==> src/rtl/mux_pkg.sv <==
// mux_pkg: shared FSM state type and select-width helper for the PUF serializer.
package mux_pkg;
  typedef enum logic [1:0] {
    IDLE,
    SHIFT,
    DONE
  } state_e;
  function automatic int clog2_min1(input int n);
    int w;
    w = 0;
    while ((1 << w) < n) w++;
    return (w < 1) ? 1 : w;
  endfunction
endpackage

==> src/rtl/mux_nto1.sv <==
// mux_nto1: combinational N:1 bit select; codes at or above N_IN yield 0.
module mux_nto1
  import mux_pkg::*;
#(
  parameter int N_IN  = 16,
  parameter int SEL_W = clog2_min1(N_IN)
) (
  input  logic [N_IN-1:0]  data,
  input  logic [SEL_W-1:0] sel,
  output logic             out
);
  always_comb begin
    out = 1'b0;
    for (int i = 0; i < N_IN; i++) out = (sel == SEL_W'(i)) ? data[i] : out;
  end
endmodule

==> src/rtl/mux_serializer.sv <==
// mux_serializer: captures an N_IN-bit word on load and streams it one bit per
// valid/ready transfer, LSB-first or MSB-first as chosen at load time.
module mux_serializer
  import mux_pkg::*;
#(
  parameter int N_IN = 16,
  localparam int SEL_W = clog2_min1(N_IN)
) (
  input  logic             clk,
  input  logic             rst,
  input  logic             load,
  input  logic [N_IN-1:0]  din,
  input  logic             msb_first,
  output logic             busy,
  output logic             dout,
  output logic             dout_valid,
  input  logic             dout_ready,
  output logic [SEL_W-1:0] sel,
  output logic             done
);
  localparam logic [SEL_W-1:0] LAST = SEL_W'(N_IN - 1);
  state_e            state_q, state_d;
  logic [N_IN-1:0]   shadow_q, shadow_d;
  logic [SEL_W-1:0]  sel_q, sel_d;
  logic              order_q, order_d;
  logic              bit_sel;
  logic              last;
  mux_nto1 #(.N_IN(N_IN), .SEL_W(SEL_W)) u_mux (
    .data(shadow_q),
    .sel (sel_q),
    .out (bit_sel)
  );
  // Terminal index is checked before stepping so sel never wraps.
  assign last = order_q ? (sel_q == '0) : (sel_q == LAST);
  always_ff @(posedge clk) begin
    if (rst) begin
      state_q  <= IDLE;
      shadow_q <= '0;
      sel_q    <= '0;
      order_q  <= 1'b0;
    end else begin
      state_q  <= state_d;
      shadow_q <= shadow_d;
      sel_q    <= sel_d;
      order_q  <= order_d;
    end
  end
  always_comb begin
    state_d  = state_q;
    shadow_d = shadow_q;
    sel_d    = sel_q;
    order_d  = order_q;
    case (state_q)
      IDLE: if (load) begin
        state_d  = SHIFT;
        shadow_d = din;
        order_d  = msb_first;
        sel_d    = msb_first ? LAST : '0;
      end
      SHIFT: if (dout_ready) begin
        state_d = last ? DONE : SHIFT;
        sel_d   = last ? sel_q : (order_q ? sel_q - SEL_W'(1) : sel_q + SEL_W'(1));
      end
      default: state_d = IDLE;
    endcase
  end
  assign dout_valid = (state_q == SHIFT);
  assign dout       = dout_valid & bit_sel;
  assign busy       = (state_q != IDLE);
  assign done       = (state_q == DONE);
  assign sel        = sel_q;
endmodule

==> config.mk <==
export PLATFORM = sky130hd
export DESIGN_NAME = mux_serializer
export DESIGN_NICKNAME = d
export VERILOG_FILES = /design/src/rtl/mux_pkg.sv /design/src/rtl/mux_nto1.sv /design/src/rtl/mux_serializer.sv
export SDC_FILE = /design/constraint.sdc
export NUM_CORES = 1
export LEC_CHECK = 0
export ABC_CLOCK_PERIOD_IN_PS = 2090
export BUFFER_PORTS_ARGS = -buffer_cell sky130_fd_sc_hd__clkbuf_2
export CAP_MARGIN = 20
export CORE_MARGIN = 2
export CORE_UTILIZATION = 53
export DETAILED_ROUTE_END_ITERATION = 6
export PLACE_DENSITY = 0.79
export SYNTH_ARGS = -nofsm -noshare
export SYNTH_HDL_FRONTEND = slang
export SYNTH_SLANG_ARGS = --single-unit
==> constraint.sdc <==
create_clock -name clk -period 2.09 [get_ports clk]
set_input_delay 0.209 -clock clk [delete_from_list [all_inputs] [get_ports clk]]
set_output_delay 0.209 -clock clk [all_outputs]
set_load 0.05 [all_outputs]
==> metrics.md <==
| Metric | Value |
|---|---|
| Maxcap violations | `0` |
| Post-DP Area | `~1500 µm²` |
| Synth Flop Type | `dfxtp_1` |
| CP cell instances | `buf_4 -> ha_4 -> nand3b_1 -> a211oi_2 -> o221ai_2 -> a21oi_4 -> buf_8` |
| Hold/Removal Path Class | `input pin to flop` |
| Peak fanout along the critical path | `9` |
| Outcome | `finished with violations` |
| Pwr Total | `between 1 and 1.5 mW` |
| Synthesized instance count | `between 150 and 200` |
| Seq/Total Area, Yosys | `36.08%` |
| Commonest non-fill, non-tap cell in the layout | `nand2_1` |
| Vias in the first global route | `around 1200` |
| Core area | `2255 µm²` |
| DR iter-0 viols | `37` |
| Worst Hold Launch | `din[9]` |
| Arrival time worst endpoint | `1.95 ns` |
| Clock period minus worst slack | `about 2.2 ns` |
| GRT Total Usage | `approximately 27%` |
| Crit. End Element | `output pin` |
| CTS clk-pin slew, worst paths | `about 0.13 ns` |
| Final net count | `~220` |
| Worst VDD drop | `~0.53 mV` |
| Final worst-path cycle share | `103.3%` |
| Detail Route Antenna Nets | `0` |
| Buffers on Ports | `28` |
| H-Tree Depth | `1` |
| CP peak stage delay | `approximately 0.4 ns` |
| Area Overhead vs Synth | `26.37%` |
| CP startpoint | `sel[0]` |
| Hold Fails Final Rpt | `0` |
| Root Driver | `clkbuf_4` |
| Antenna violations before repair | `0` |
| # fillers | `between 150 and 200` |
| RR Startpoint | `sel[0]` |
| Worst R2R Path Depth | `5` |
| RSZ-0062 raised after global routing | `true` |
| Setup CP Type | `flop to output pin` |
| Yosys reg bits | `23` |
| # DRC | `0` |
| Pwr dens | `about 650 nW/µm²` |
| Layout Cells excl Fill | `~230` |
| Design area | `1613 µm²` |
| CTS tree | `yes` |
| Worst-Skew Late Latency | `roughly 0.32 ns` |
| First-pass iteration count of the detailed router | `4` |
| Clock Skew | `0.004313 ns` |
| Yosys warns | `0` |
| Synthesized area | `between 1000 and 1500 µm²` |
| Post-CTS Hold Buffers | `0` |
| Initial core utilization | `between 50 and 60%` |
| Syn_area_per_cell | `roughly 7.6 µm²` |
| Cts bufs inserted | `3` |
| Failing checks | `setup timing` |
| Share of cells above drive strength 1 | `29.44%` |
| CP max stage cell | `dfxtp_4` |
| EDFF count, synth | `0` |
| Die width | `approximately 53 µm` |
| Congestion Overflow GR | `0` |
| Pin count of the biggest net entering global routing | `24` |
| Full die area | `~2800 µm²` |
| Ys async rst share | `0%` |
| ANT cells | `0` |
| I/O pin count | `29` |
| First-pass GRT wire length | `roughly 5500 µm` |
| Via count | `approximately 1300` |
| Mapped Nets | `a little under 200` |
| CP required | `1.88 ns` |
| DP Cell Count | `217` |
| Post-DP HPWL | `approximately 2200 µm` |
| Min-Delay Path Depth | `3` |
| Max-Slew Margin vs Limit | `60.36%` |
| Pre-CTS setup slack | `around 0.018 ns` |
| CTS sink cnt | `23` |
| Row count | `17` |
| Most frequent cells in the layout | `41 x nand2_1, 27 x clkbuf_2, 21 x a21oi_1` |
| Die height | `between 50 and 60 µm` |
| Via/cell ratio | `slightly below 6` |
| Static leakage | `around 0.63 nW` |
| Final worst slack | `-0.06955 ns` |
| CP Launch Type | `flop` |
| Slew Viols, Final | `0` |
| Slew of the pin with the lowest slew margin | `between 0.5 and 0.6 ns` |
| Gpl congestion | `0.8329` |
| Maximum buffer depth of the clock tree | `2` |
| Setup violators final | `1` |
| Max frequency | `between 400 and 500 MHz` |
| Routed wire length | `3346 µm` |
| Wire per inst | `around 15 µm` |
| Cell variety after synth | `43` |
[registers in the layout (all words and copies together) (netlist names)]
name / cells
sel: 4
state_q: 2
shadow_q: 16
order_q: 1
[power breakdown]
part	total, mW	switching (mW)	internal, mW
clock	0.214	0.142	0.0718
sequential	0.510	0.0403	0.470
combinational	0.325	0.194	0.131
total	1.05	0.376	0.673
[cell type report]
type                    count  area [µm²]  share of cell area [%]
multi-input cells         129       857.1                   53.14
flip-flops and latches     23       469.2                   29.09
repair buffers             34       195.2                   12.10
well taps                  28       35.03                   2.172
inverters                   7       28.78                   1.784
clock buffers               3       22.52                   1.396
clock inverters             1       5.005                  0.3103
[worst paths after layout]
kind                 endpoint  slack (ns)
setup / recovery         dout       -0.07
hold / removal    shadow_q[9]        0.09
setup reg to reg       sel[3]        0.09
hold reg to reg   shadow_q[5]        0.47
[through the flow]
step / utilization [%] / setup TNS, ns / hold WS [ns]
global placement: 64.43 / 0 / 0.4317
finish: 71.53 / -0.06955 / 0.08647
CTS: 71.42 / -0.05283 / 0.08205
detailed placement: 64.43 / 0 / 0.4376
global route: 71.53 / -0.1218 / 0.07630
floorplan: - / 0 / 0.3450
[critical path, delay by kind of cell, from the launching register on]
kind	cells	cell delay (ns)
AOI/OAI and AO/OA	3	0.53
DFF	1	0.40
buffers and inverters	2	0.30
and+or+nand+nor	1	0.20
adders and majority gates	1	0.18
[metal layers]
layer | GRT usage, % | part of all wire [%]
met1 | 33.97 | 45
met2 | 42.71 | 47
met3 | 3.390 | 4.6
met4 | 16.67 | 3.6
met5 | 0 | 0
[Yosys cell counts (3+ instances only)]
cell type,number,share of area [%]
a211oi_1,3,1.8
a21oi_1,23,9.0
clkbuf_1,8,2.4
dfxtp_1,23,36
ha_1,4,3.9
inv_1,6,1.8
nand2_1,41,12
nand2b_1,3,1.5
nand3_1,3,1.2
nand3b_1,3,1.8
nor2_1,7,2.1
nor2b_1,7,3.4
[kinds of logic (layout without fill, tap and decap cells)]
logic type	Yosys count	in the layout	synth area share (%)
compound gates	45	45	22.65
xor+xnor	1	1	0.6864
fa+ha+maj	4	4	3.922
buf+inv	17	45	5.097
flops	23	23	36.08
mux	2	2	1.569
simple gates	77	77	30.00
[repair_timing]
action	in CTS	in global routing
pin swaps	6	1
setup endpoints to repair	1	1
gates resized for setup	20	2
buffers inserted	4	0
(Power assumes the default switching activity.)
